==> config.mk <==
export PLATFORM = sky130hd
export DESIGN_NAME = lock_access_ctrl_flat
export DESIGN_NICKNAME = d
export VERILOG_FILES = /design/src/rtl/lock_access_ctrl_if.sv /design/src/rtl/lock_access_ctrl.sv /design/src/flat_wrapper.sv
export SDC_FILE = /design/constraint.sdc
export NUM_CORES = 1
export LEC_CHECK = 0
export CAP_MARGIN = 10
export CORE_UTILIZATION = 52
export CTS_CLUSTER_DIAMETER = 60
export DETAILED_ROUTE_END_ITERATION = 6
export MAX_ROUTING_LAYER = met4
export PLACE_DENSITY = 0.85
export SYNTH_ARGS = -nofsm -noshare
export SYNTH_HDL_FRONTEND = slang
export SYNTH_SLANG_ARGS = --single-unit
==> constraint.sdc <==
create_clock -name clk -period 5.5 [get_ports clk]
set_input_delay 1.1 -clock clk [delete_from_list [all_inputs] [get_ports clk]]
set_output_delay 1.1 -clock clk [all_outputs]
set_load 0.03 [all_outputs]
==> src/rtl/lock_access_ctrl_if.sv <==
// Requester-side and lock-side signals of the combination-lock access controller.
interface lock_access_ctrl_if #(
   parameter int CODE_BYTES = 3
);
   logic [1:0]              req;
   logic [8*CODE_BYTES-1:0] attempt0;
   logic [8*CODE_BYTES-1:0] attempt1;
   logic [1:0]              grant;
   logic                    done;
   logic                    pass;
   logic                    lock_rst_n;
   logic [7:0]              lock_code;
   logic                    lock_unlocked;
   logic                    locked_out;
   logic [1:0]              fail_cnt;

   modport slave (
      input  req, attempt0, attempt1, lock_unlocked,
      output grant, done, pass, lock_rst_n, lock_code, locked_out, fail_cnt
   );

   modport master (
      output req, attempt0, attempt1, lock_unlocked,
      input  grant, done, pass, lock_rst_n, lock_code, locked_out, fail_cnt
   );
endinterface

==> src/rtl/lock_access_ctrl.sv <==
// Arbitrates two requesters onto a shared byte-serial combination lock, sequences
// clear/feed/wait for each granted attempt, reports pass/fail and enforces a
// timed lockout after too many consecutive failures. All outputs are registered.
module lock_access_ctrl #(
   parameter int CODE_BYTES  = 3,
   parameter int WAIT_CYC    = 4,
   parameter int MAX_FAILS   = 3,
   parameter int LOCKOUT_CYC = 64
) (
   input  logic              clk,
   input  logic              reset,
   lock_access_ctrl_if.slave bus
);
   localparam int AW    = 8 * CODE_BYTES;
   localparam int IDX_W = $clog2(CODE_BYTES + 1);
   localparam int WT_W  = $clog2(WAIT_CYC + 1);
   localparam int LO_W  = $clog2(LOCKOUT_CYC + 1);
   localparam logic [1:0] FC_MAX = 2'(MAX_FAILS);

   typedef enum logic [2:0] {
      S_IDLE, S_CLEAR, S_FEED, S_WAIT, S_RESULT, S_LOCKOUT
   } state_t;

   state_t           state_q, state_d;
   logic [1:0]       grant_q, grant_d;
   logic             done_q, done_d;
   logic             pass_q, pass_d;
   logic             lock_rst_n_q, lock_rst_n_d;
   logic [7:0]       lock_code_q, lock_code_d;
   logic             locked_out_q, locked_out_d;
   logic [1:0]       fail_cnt_q, fail_cnt_d;
   logic             ptr_q, ptr_d;
   logic [IDX_W-1:0] idx_q, idx_d;
   logic [WT_W-1:0]  wait_q, wait_d;
   logic [LO_W-1:0]  lo_q, lo_d;
   logic [AW-1:0]    attempt_q, attempt_d;
   logic             win;

   // Byte k of the latched word, byte 0 being the most significant.
   function automatic logic [7:0] code_byte(input logic [AW-1:0] w, input logic [IDX_W-1:0] k);
      logic [7:0] b;
      b = '0;
      for (int i = 0; i < CODE_BYTES; i++) begin
         if (k == IDX_W'(i)) b = w[8*(CODE_BYTES-1-i) +: 8];
      end
      return b;
   endfunction

   // Round-robin winner: the pointed-to requester if asking, otherwise the other one.
   assign win = bus.req[ptr_q] ? ptr_q : ~ptr_q;

   // State register.
   always_ff @(posedge clk or posedge reset) begin
      if (reset) state_q <= S_IDLE;
      else       state_q <= state_d;
   end

   // Next-state decision.
   always_comb begin
      state_d = state_q;
      case (state_q)
         S_IDLE:    if (|bus.req) state_d = S_CLEAR;
         S_CLEAR:   state_d = S_FEED;
         S_FEED:    if (idx_q == IDX_W'(CODE_BYTES)) state_d = S_WAIT;
         S_WAIT:    if (bus.lock_unlocked || (wait_q == WT_W'(WAIT_CYC - 1))) state_d = S_RESULT;
         S_RESULT:  state_d = (fail_cnt_q == FC_MAX) ? S_LOCKOUT : S_IDLE;
         S_LOCKOUT: if (lo_q == '0) state_d = S_IDLE;
         default:   state_d = S_IDLE;
      endcase
   end

   // Next values of the registered outputs and counters, keyed on the transition taken.
   always_comb begin
      grant_d      = grant_q;
      done_d       = 1'b0;
      pass_d       = 1'b0;
      lock_rst_n_d = 1'b1;
      lock_code_d  = 8'h00;
      locked_out_d = 1'b0;
      fail_cnt_d   = fail_cnt_q;
      ptr_d        = ptr_q;
      idx_d        = idx_q;
      wait_d       = wait_q;
      lo_d         = lo_q;
      attempt_d    = attempt_q;
      case (state_q)
         S_IDLE: begin
            if (state_d == S_CLEAR) begin
               grant_d      = win ? 2'b10 : 2'b01;
               ptr_d        = ~win;
               idx_d        = '0;
               attempt_d    = win ? bus.attempt1 : bus.attempt0;
               lock_rst_n_d = 1'b0;
            end
         end
         S_CLEAR: begin
            lock_code_d = code_byte(attempt_q, idx_q);
            idx_d       = idx_q + IDX_W'(1);
         end
         S_FEED: begin
            if (state_d == S_WAIT) begin
               wait_d = '0;
            end else begin
               lock_code_d = code_byte(attempt_q, idx_q);
               idx_d       = idx_q + IDX_W'(1);
            end
         end
         S_WAIT: begin
            if (state_d == S_RESULT) begin
               done_d = 1'b1;
               pass_d = bus.lock_unlocked;
               if (bus.lock_unlocked)          fail_cnt_d = 2'd0;
               else if (fail_cnt_q != FC_MAX)  fail_cnt_d = fail_cnt_q + 2'd1;
            end else begin
               wait_d = wait_q + WT_W'(1);
            end
         end
         S_RESULT: begin
            grant_d = 2'b00;
            if (state_d == S_LOCKOUT) begin
               lo_d         = LO_W'(LOCKOUT_CYC - 1);
               locked_out_d = 1'b1;
               lock_rst_n_d = 1'b0;
            end
         end
         S_LOCKOUT: begin
            if (state_d == S_IDLE) begin
               fail_cnt_d = 2'd0;
            end else begin
               lo_d         = lo_q - LO_W'(1);
               locked_out_d = 1'b1;
               lock_rst_n_d = 1'b0;
            end
         end
         default: grant_d = 2'b00;
      endcase
   end

   // Output and control registers.
   always_ff @(posedge clk or posedge reset) begin
      if (reset) begin
         grant_q      <= 2'b00;
         done_q       <= 1'b0;
         pass_q       <= 1'b0;
         lock_rst_n_q <= 1'b0;
         lock_code_q  <= 8'h00;
         locked_out_q <= 1'b0;
         fail_cnt_q   <= 2'd0;
         ptr_q        <= 1'b0;
         idx_q        <= '0;
         wait_q       <= '0;
         lo_q         <= '0;
      end else begin
         grant_q      <= grant_d;
         done_q       <= done_d;
         pass_q       <= pass_d;
         lock_rst_n_q <= lock_rst_n_d;
         lock_code_q  <= lock_code_d;
         locked_out_q <= locked_out_d;
         fail_cnt_q   <= fail_cnt_d;
         ptr_q        <= ptr_d;
         idx_q        <= idx_d;
         wait_q       <= wait_d;
         lo_q         <= lo_d;
      end
   end

   // Latched attempt word; pure data, only meaningful after a grant.
   always_ff @(posedge clk) begin
      attempt_q <= attempt_d;
   end

   assign bus.grant      = grant_q;
   assign bus.done       = done_q;
   assign bus.pass       = pass_q;
   assign bus.lock_rst_n = lock_rst_n_q;
   assign bus.lock_code  = lock_code_q;
   assign bus.locked_out = locked_out_q;
   assign bus.fail_cnt   = fail_cnt_q;
endmodule

==> src/flat_wrapper.sv <==
// flat-port wrapper written by rule: the top's interface ports become plain ports
module lock_access_ctrl_flat 
#(
   parameter int CODE_BYTES  = 3,
   parameter int WAIT_CYC    = 4,
   parameter int MAX_FAILS   = 3,
   parameter int LOCKOUT_CYC = 64
)
  (clk, reset, bus_req, bus_attempt0, bus_attempt1, bus_lock_unlocked, bus_grant, bus_done, bus_pass, bus_lock_rst_n, bus_lock_code, bus_locked_out, bus_fail_cnt);
  lock_access_ctrl_if #(.CODE_BYTES(CODE_BYTES)) bus_i ();
  input  logic clk;
  input  logic reset;
  input wire logic [$bits(bus_i.req)-1:0] bus_req;
  input wire logic [$bits(bus_i.attempt0)-1:0] bus_attempt0;
  input wire logic [$bits(bus_i.attempt1)-1:0] bus_attempt1;
  input wire logic [$bits(bus_i.lock_unlocked)-1:0] bus_lock_unlocked;
  output wire logic [$bits(bus_i.grant)-1:0] bus_grant;
  output wire logic [$bits(bus_i.done)-1:0] bus_done;
  output wire logic [$bits(bus_i.pass)-1:0] bus_pass;
  output wire logic [$bits(bus_i.lock_rst_n)-1:0] bus_lock_rst_n;
  output wire logic [$bits(bus_i.lock_code)-1:0] bus_lock_code;
  output wire logic [$bits(bus_i.locked_out)-1:0] bus_locked_out;
  output wire logic [$bits(bus_i.fail_cnt)-1:0] bus_fail_cnt;
  assign bus_i.req = bus_req;
  assign bus_i.attempt0 = bus_attempt0;
  assign bus_i.attempt1 = bus_attempt1;
  assign bus_i.lock_unlocked = bus_lock_unlocked;
  assign bus_grant = bus_i.grant;
  assign bus_done = bus_i.done;
  assign bus_pass = bus_i.pass;
  assign bus_lock_rst_n = bus_i.lock_rst_n;
  assign bus_lock_code = bus_i.lock_code;
  assign bus_locked_out = bus_i.locked_out;
  assign bus_fail_cnt = bus_i.fail_cnt;
  lock_access_ctrl #(.CODE_BYTES(CODE_BYTES), .WAIT_CYC(WAIT_CYC), .MAX_FAILS(MAX_FAILS), .LOCKOUT_CYC(LOCKOUT_CYC)) u_core (.clk(clk), .reset(reset), .bus(bus_i));
endmodule
# --- Word-level counts from Yosys, hierarchy flattened ---
# Cells that the tools add are included.
# Widths: inputs -> output; s select.
totals:
  regBits: 56
  in_bits: 53
  output_inout_bits: 16
  wordCells: 105
op_classes:
  addsub: 4
  magnitude_cmp: 1
  eq_ne: 24
  muxes: 43
  bitwise_logic: 3
  reduce_logical: 17
ops:
  columns: ["op", "count"]
  rows:
  - ["$mux 8", 4]
  - ["$mux 24", 1]
  - ["$mux 3", 7]
  - ["$pmux 3 s6", 1]
  - ["$mux 2", 8]
  - ["$pmux 8 s2", 1]
  - ["$mux 7", 2]
  - ["$pmux 7 s2", 1]
  - ["$eq 3x2->1 const B", 4]
  - ["$eq 3x3->1 const B", 4]
  - ["$mux 1", 12]
  - ["$ne 2x1->1 const B", 5]
  - ["$reduce_and 3->1", 3]
  - ["$ne 2x2->1 const B", 4]
  - ["$pmux 2 s2", 2]
  - ["$logic_not 7->1", 1]
  - ["$sub 7x1->7 const B", 1]
  - ["$eq 2x2->1 const B", 3]
  - ["$eq 3x1->1 const B", 2]
  - ["$logic_not 3->1", 2]
  - ["$pmux 2 s3", 1]
  - ["$pmux 3 s2", 1]
  - ["$reduce_bool 2->1", 3]
  - ["$add 2x1->2 const B", 2]
  - ["14 further kinds", 17]

# --- Depth between registers and ports, before layout ---
# Gate-level depths: netlist (run 1).
logic_depth:
  depth_word: 7
  depth_mapped: 7
  ltp_nobuf: 6

# --- Least setup slack after synthesis (run 1) ---
# No wires, ideal clock.
synth_path:
  path_type: "input to register"
  startpoint: "input port bus_req[1]"
  endpoint: "register u_core.grant_q[1], in the netlist u_core.bus.grant[1]"
  setup_ns: 0.125
  arrival_time_ns: 2.506
  required_ns: 5.375
  path_slack_ns: 2.869
  cell_stages: 5
  path_buffers: 0
  cell_sequence: "nor2_1 or4_1 inv_1 o22ai_1 o2bb2ai_1"
synth_between:
  elab_chain_len: 6
  word_cells_on_any_way: 12
  cone_classes: "2 x eq/ne; 8 x mux; 2 x reduce/logical"
synth_lines:
  columns: ["item", "line_no", "source"]
  rows:
  - ["from (decl)", "flat_wrapper.sv:13", "input wire logic [$bits(bus_i.req)-1:0] bus_req;"]
  - ["$reduce_or 2->1 / $mux 1 (equally long branches)", "lock_access_ctrl.sv:62, lock_access_ctrl.sv:50", null]
  - ["$mux 3 / $mux 1 (equally long branches)", "lock_access_ctrl.sv:62, lock_access_ctrl.sv:50", null]
  - ["$pmux 3 s6 / $mux 1 (equally long branches)", "lock_access_ctrl.sv:61, lock_access_ctrl.sv:50", null]
  - ["$eq 3x1->1 / $mux 2 (equally long branches)", "lock_access_ctrl.sv:88, lock_access_ctrl.sv:89", null]
  - ["$ne 2x1->1 (no source line) / $mux 2 (equally long branches)", null, null]
  - ["$reduce_and 2->1 (no source line) / $pmux 2 s2 (equally long branches)", null, null]
  - ["to (signal assigned)", "lock_access_ctrl.sv:154", "grant_q <= grant_d;"]
  - ["to (decl)", "lock_access_ctrl.sv:25", "logic [1:0] grant_q, grant_d;"]
# Several ways; a longest one is shown, not always the timed one. The select of a mux whose other input is x is not followed.
# A chain may end at the register's enable or synchronous reset.

# --- Worst setup path after layout (run 1) ---
layout_path:
  startpoint: "input port bus_req[1]"
  endpoint: "register u_core.grant_q[0], in the netlist u_core.bus.grant[0]"
# The elaborated chain is that of the path after synthesis.

==> metrics, run 1 <==
run status complete, no violations; total detailed-routing wirelength 5.43 mm; post-synth top area share 0.301; grt total ovfl 0; netlist area before placement 2660 um2; post-route setup slack 2.37 ns; CORE AREA 4820 um2; Setup Buffers After CTS 0; layout-stage area growth over the synthesis result 31.1%; mean cell area of the mapped netlist 12.2 um2; vias post-DR 1914; die height 73.5 um; leakage power 0.00137 uW; Setup TNS 0 ns; # nets final 349; maximum clock frequency 0.319 GHz; number of placement rows 25; worst min-delay path endpoint u_core.wait_q[2]$_DFFE_PP0P_; clock slew seen by the registers of the worst setup and hold paths 0.10 ns; share of synthesized flip-flops with an asynchronous set or reset 0.571; capture point of the worst reg-to-reg path u_core.bus.grant[0]$_DFFE_PP0P_; wire length of the first global-routing pass 8.87 mm; instance count along the most critical hold path 2; Min-Delay Path Class reg2reg; synth top area cells sky130_fd_sc_hd__dfrtp_1 30%, sky130_fd_sc_hd__edfxtp_1 27%, sky130_fd_sc_hd__mux2_2 10%; port buffer count 68; Clock Path Buffers 2; Die Width 73.5 um; critical-path maximum fanout 28; post-place setup slack 2.04 ns; buffer type at the clock tree root sky130_fd_sc_hd__clkbuf_8; met2 WL post-DR 2.89 mm; final hold violation count 0; setup slack of the most critical reg-to-reg path 3.01 ns; cell type with the highest aggregate area in the netlist sky130_fd_sc_hd__dfrtp_1; maximum number of pins on one net before global-route repair 33; Register-to-Register Path Depth 4; endpoints failing setup 0; clock net sink count 56; clock latency of the later-clocked register in the worst-skew pair 0.30 ns; normalized max-slew margin 0.315; power density relative to cell area 449 nW/um2; total number of H-tree levels 2; nets in the synthesized netlist 280; transition time of the tightest slew-check pin 1.03 ns; flip-flop and latch area 1520 um2; final cell utilization of the core 0.724; critical path capture point type flop; hold buffers post-CTS 0; met3 routed wirelength 169 um; number of antenna-violating nets in the routed design 0; sequential share of the synthesized area 0.572; reg-to-reg startpoint u_core.state_q[0]$_DFF_PP0_; number of global-route vias before repair 1955; max layer used met4; number of gates resized after cts 0; number of flip-flops and latches in the synthesized netlist 56; Crit Path Class in2reg; Hold Startpoint u_core.wait_q[2]$_DFFE_PP0P_; EDFF count, synth 24; global router's overall resource usage 0.227; drt initial violations 133; worst IR drop on VDD 0.364 mV; number of I/O pins 69; critical path arrival 3.36 ns; area occupied by multi-input gates 1050 um2; primary flip-flop cell chosen by synthesis mapping sky130_fd_sc_hd__dfrtp_1; final slew viol count 0; fraction of final layout cells sized beyond drive strength 1 0.125; Die Area 5410 um2; Clock Skews 0.00723 ns; effective utilization at floorplan 0.552; count of maximum capacitance violations 0; Critical Path RT 5.73 ns; count of warnings emitted by yosys 0; length of routed wiring on met1 2.32 mm; kind of launch point of the worst setup path input port; TritonCTS clock tree yes; number of buffers added by the clock tree synthesis step 5; number of antenna violations at the first check in global routing 0; Period minus WS final 3.13 ns; antenna cell count 0; Unique masters post-synth 42; Vias/cell 5.38; drt wl/cell 15.3 um; total of fill cells in the finished design 347; placer congestion estimate 0.743; portion of the clock cycle consumed by the worst path in the final layout 0.570; Syn Inst Count 219; total iterations of the first detailed-routing run 4; final routed DRC violation total 0; hpwl dp 3.89 mm; unrepaired setup endpoints after global routing false
cell type report:
| class | count | area share |
|---|---|---|
| sequential | 56 | 0.436 |
| inverter | 12 | 0.0129 |
| clock buffer | 8 | 0.0258 |
| multi-input combinational | 143 | 0.302 |
| timing repair buffer | 70 | 0.199 |
| tap | 67 | 0.0240 |
registers in the layout, indices dropped and copies added (netlist names):
| signal | cells |
|---|---|
| u_core.bus.pass | 1 |
| u_core.ptr_q | 1 |
| u_core.attempt_q | 24 |
| u_core.wait_q | 3 |
| u_core.bus.lock_rst_n | 1 |
| u_core.state_q | 3 |
| u_core.lo_q | 7 |
| u_core.bus.fail_cnt | 2 |
| u_core.bus.done | 1 |
| u_core.bus.locked_out | 1 |
| u_core.bus.grant | 2 |
| u_core.bus.lock_code | 8 |
| u_core.idx_q | 2 |
synth_stat cells, drive strengths merged, types with 2 or more instances:
library cell and count:
nand2 16, nor3 10, o41ai 4, ha 8, or2 2, edfxtp 24
o221ai 2, clkbuf 4, a221oi 7, buf 4, mux2 24, o21ai 8
nor2b 10, nor2 17, dfrtp 32, o31ai 6, nand3 3, mux2i 2
nor3b 2, o2bb2ai 2, a21oi 5, inv 12
metrics by stage:
stage	hold slack, ns	cells	power [uW]	instance area (um2)
global route	0.539	356	1670	3490
floorplan	0.449	219	1130	2660
finish	0.493	356	1570	3490
CTS	0.494	356	1570	3490
detailed placement	0.474	348	1340	3400
global placement	0.461	348	1310	3400
critical path, cell delays in order:
cell	delay [ns]
sky130_fd_sc_hd__clkdlybuf4s50_1	0.49
sky130_fd_sc_hd__nor2_1	0.07
sky130_fd_sc_hd__or4_1	0.50
sky130_fd_sc_hd__inv_1	0.79
sky130_fd_sc_hd__a32oi_1	0.22
sky130_fd_sc_hd__o2bb2ai_1	0.19
power breakdown:
part	internal, uW	total, uW	switching [uW]	leakage (uW)
sequential	590	686	96.5	0.000641
combinational	284	652	368	0.000687
clock	103	228	125	0.0000455
per-layer routing:
metal	GRT usage	vias up
met2	0.381	49
li1	-	946
met1	0.277	914
met5	-	-
met3	0.0425	5
met4	0.0769	0
cells in the final DEF, fill, tap and decap left out, types with 2 or more instances in the layout:
| master | count |
|---|---|
| sky130_fd_sc_hd__nand3_1 | 3 |
| sky130_fd_sc_hd__nor3b_1 | 2 |
| sky130_fd_sc_hd__edfxtp_1 | 24 |
| sky130_fd_sc_hd__clkbuf_8 | 6 |
| sky130_fd_sc_hd__o221ai_1 | 2 |
| sky130_fd_sc_hd__ha_1 | 8 |
| sky130_fd_sc_hd__nor3_1 | 10 |
| sky130_fd_sc_hd__a221oi_1 | 7 |
| sky130_fd_sc_hd__clkbuf_1 | 2 |
| sky130_fd_sc_hd__mux2_2 | 24 |
| sky130_fd_sc_hd__o41ai_1 | 3 |
| sky130_fd_sc_hd__nand2_1 | 16 |
| sky130_fd_sc_hd__a21oi_1 | 5 |
| sky130_fd_sc_hd__nor2b_1 | 10 |
| sky130_fd_sc_hd__nor2_1 | 17 |
| sky130_fd_sc_hd__buf_4 | 2 |
| sky130_fd_sc_hd__dfrtp_1 | 32 |
| sky130_fd_sc_hd__o2bb2ai_1 | 2 |
| sky130_fd_sc_hd__o31ai_1 | 6 |
| sky130_fd_sc_hd__inv_1 | 12 |
| sky130_fd_sc_hd__o21ai_0 | 7 |
| sky130_fd_sc_hd__clkdlybuf4s50_1 | 68 |
worst max-delay path by stage:
stage / start / endpoint / slack [ns] / cells past startpoint
2_1_floorplan: bus_req[1] / u_core.bus.grant[1]$_DFFE_PP0P_ / 2.87 / 5
3_3_place_gp: bus_req[1] / u_core.bus.grant[1]$_DFFE_PP0P_ / 2.14 / 6
3_5_place_dp: bus_req[1] / u_core.bus.grant[0]$_DFFE_PP0P_ / 2.04 / 6
4_1_cts: bus_req[1] / u_core.bus.grant[0]$_DFFE_PP0P_ / 2.35 / 6
5_1_grt: bus_req[1] / u_core.bus.grant[0]$_DFFE_PP0P_ / 2.21 / 6
6_report: bus_req[1] / u_core.bus.grant[0]$_DFFE_PP0P_ / 2.37 / 6
logic make-up after synthesis:
logic type      share of synthesized area
mux                                 0.110
xor+xnor                          0.00329
simple gates                        0.126
flops                               0.572
fa+ha+maj                          0.0376
compound gates                      0.118
buf+inv                            0.0324
Note: power is estimated with default switching activity, not from simulation.
==> run 2: changes to the inputs <==
--- a/config.mk
+++ b/config.mk
@@ -6,11 +6,11 @@
 export NUM_CORES = 1
 export LEC_CHECK = 0
 export CAP_MARGIN = 10
-export CORE_UTILIZATION = 52
+export CORE_UTILIZATION = 49
 export CTS_CLUSTER_DIAMETER = 60
 export DETAILED_ROUTE_END_ITERATION = 6
 export MAX_ROUTING_LAYER = met4
-export PLACE_DENSITY = 0.85
+export PLACE_DENSITY = 0.81
 export SYNTH_ARGS = -nofsm -noshare
 export SYNTH_HDL_FRONTEND = slang
 export SYNTH_SLANG_ARGS = --single-unit
==> constraint.sdc (replaced) <==
create_clock -name clk -period 2.9 [get_ports clk]
set_input_delay 0.58 -clock clk [delete_from_list [all_inputs] [get_ports clk]]
set_output_delay 0.58 -clock clk [all_outputs]
set_load 0.03 [all_outputs]
==> metrics, run 2 (synthesis gave the netlist of run 1 again) <==
flip-flop count of the largest register after layout 24 (unchanged); number of antenna violations at the first check in global routing 0 (unchanged); portion of the clock cycle consumed by the worst path in the final layout 0.747; Vias/cell 5.36 (-0.34%); maximum number of pins on one net before global-route repair 33 (unchanged); clock net sink count 56 (unchanged); setup slack of the most critical reg-to-reg path 0.85 ns (-2.16 ns); Comb power frac 0.418 (+0.002); total detailed-routing wirelength 5.13 mm (-5.4%); kind of launch point of the worst setup path input port; drt wl/cell 14.3 um (-6.5%); wire length of the first global-routing pass 8.36 mm (-5.8%); final routed DRC violation total 0 (unchanged); normalized max-slew margin 0.585 (+0.270); CORE AREA 5170 um2 (+7.4%); Min-Delay Path Class reg2reg; critical path capture point type flop; Critical Path RT 2.89 ns (-2.84 ns); switching power 1120 uW (+90%); # nets final 350 (+0.29%); worst IR drop on VDD 0.534 mV (+47%); fraction of final layout cells sized beyond drive strength 1 0.131 (+0.00647); vias post-DR 1929 (+0.78%); number of I/O pins 69 (unchanged); Setup Buffers After CTS 0 (unchanged); worst hold margin 0.489 ns (-0.00473 ns); unrepaired setup endpoints after global routing false; count of maximum capacitance violations 0 (unchanged); internal cell power 1850 uW (+89%); layout-stage area growth over the synthesis result 31.8%; Clock Path Buffers 2 (unchanged); part of the power in registers 0.437 (about the same); number of placement rows 26 (+4.0%); final hold violation count 0 (unchanged); capture point of the worst reg-to-reg path u_core.state_q[2]$_DFF_PP0_; final instance area 3510 um2 (+0.54%); transition time of the tightest slew-check pin 0.620 ns (-0.406 ns); Register-to-Register Path Depth 5 (+1); Hold Startpoint u_core.attempt_q[6]$_DFFE_PP_; area occupied by multi-input gates 1060 um2 (+0.83%); Clk pwr share 0.145 (about the same); die height 75.7 um (+2.9%); buffer type at the clock tree root sky130_fd_sc_hd__clkbuf_8; critical-path maximum fanout 25 (-11%); number of buffers added by the clock tree synthesis step 5 (unchanged); Period minus WS final 2.17 ns; total iterations of the first detailed-routing run 4 (unchanged); Sw Share 0.377 (+0.000518); effective utilization at floorplan 0.515 (-0.0380); hold buffers post-CTS 0 (unchanged); dpl cell area 3420 um2 (+0.59%); run status complete, no violations; power density relative to cell area 845 nW/um2 (+88%); TritonCTS clock tree yes; total of fill cells in the finished design 371 (+6.9%); Die Area 5730 um2 (+5.9%); register bank with the most flops u_core.attempt_q; Clock Skews 0.00714 ns (-0.0000860 ns); flip-flop and latch area 1520 um2 (unchanged); port buffer count 68 (unchanged); antenna cell count 0 (unchanged); Die Width 75.7 um (+2.9%); instance count along the most critical hold path 2 (unchanged); post-layout total power 2970 uW (+89%); clock latency of the later-clocked register in the worst-skew pair 0.31 ns (about the same); global router's overall resource usage 0.207 (-0.0199); most common cell after layout, fill and taps aside sky130_fd_sc_hd__clkdlybuf4s50_1; first element of the critical path bus_req[1]; total number of H-tree levels 2 (unchanged); Setup TNS 0 ns (unchanged); critical path arrival 2.15 ns (-1.21 ns); grt total ovfl 0 (unchanged); drt initial violations 109 (-18%); commonest cells after routing, fill and taps aside 68 x sky130_fd_sc_hd__clkdlybuf4s50_1, 32 x sky130_fd_sc_hd__dfrtp_1, 24 x sky130_fd_sc_hd__mux2_2, 24 x sky130_fd_sc_hd__edfxtp_1, 17 x sky130_fd_sc_hd__nor2_1; final slew viol count 0 (unchanged); number of global-route vias before repair 1785 (-8.7%); endpoints failing setup 0 (unchanged); worst min-delay path endpoint u_core.bus.lock_code[6]$_DFF_PP0_; clock slew seen by the registers of the worst setup and hold paths 0.10 ns (about the same); reg-to-reg startpoint u_core.lo_q[0]$_DFFE_PP0P_; hpwl dp 3.73 mm (-4.1%); Crit Path Class in2reg; leakage power 0.00138 uW (+0.53%); number of antenna-violating nets in the routed design 0 (unchanged); number of gates resized after cts 0 (unchanged); maximum clock frequency 0.462 GHz; final cell utilization of the core 0.678 (-0.0461); placer congestion estimate 0.779 (+4.8%)
[run 2: layout make-up]
type / count / share of cell area
sequential: 56 / 0.434
multi-input combinational: 143 / 0.303
timing repair buffer: 71 / 0.200
tap: 70 / 0.0250
clock buffer: 7 / 0.0228
inverter: 12 / 0.0128
clock inverter: 1 / 0.00250
[run 2: worst max-delay path by stage]
stage / slack, ns / end
after global placement: 0.45 / u_core.attempt_q[7]$_DFFE_PP_
after floorplan: 0.79 / u_core.bus.grant[1]$_DFFE_PP0P_
final: 0.73 / u_core.attempt_q[18]$_DFFE_PP_
after CTS: 0.74 / u_core.attempt_q[7]$_DFFE_PP_
after global routing: 0.65 / u_core.attempt_q[10]$_DFFE_PP_
after detailed placement: 0.40 / u_core.attempt_q[0]$_DFFE_PP_
[run 2: power by group through the flow]
stage	clock network (uW)	logic [uW]	registers, uW
2_1_floorplan	0	788	1360
3_3_place_gp	0	1210	1300
3_5_place_dp	0	1240	1310
4_1_cts	441	1250	1290
5_1_grt	467	1380	1330
6_report	429	1240	1300
[run 2: through the flow]
step	worst slack [ns]	std cells
global route	0.646	360
detailed placement	0.402	352
floorplan	0.789	219
finish	0.733	360
global placement	0.455	352
CTS	0.737	360
[run 2: worst max-delay path, stage by stage]
cell                              delay [ns]
sky130_fd_sc_hd__clkdlybuf4s50_1        0.52
sky130_fd_sc_hd__nor2_1                 0.08
sky130_fd_sc_hd__or4_1                  0.49
sky130_fd_sc_hd__inv_1                  0.15
sky130_fd_sc_hd__buf_4                  0.32
[run 2: metal layers]
layer	wire (um)	GRT usage	vias to the layer above
met2	2530	0.324	52
li1	-	-	943
met1	2340	0.267	925
met4	80	0.0761	0
met3	183	0.0463	9
met5	0	-	-
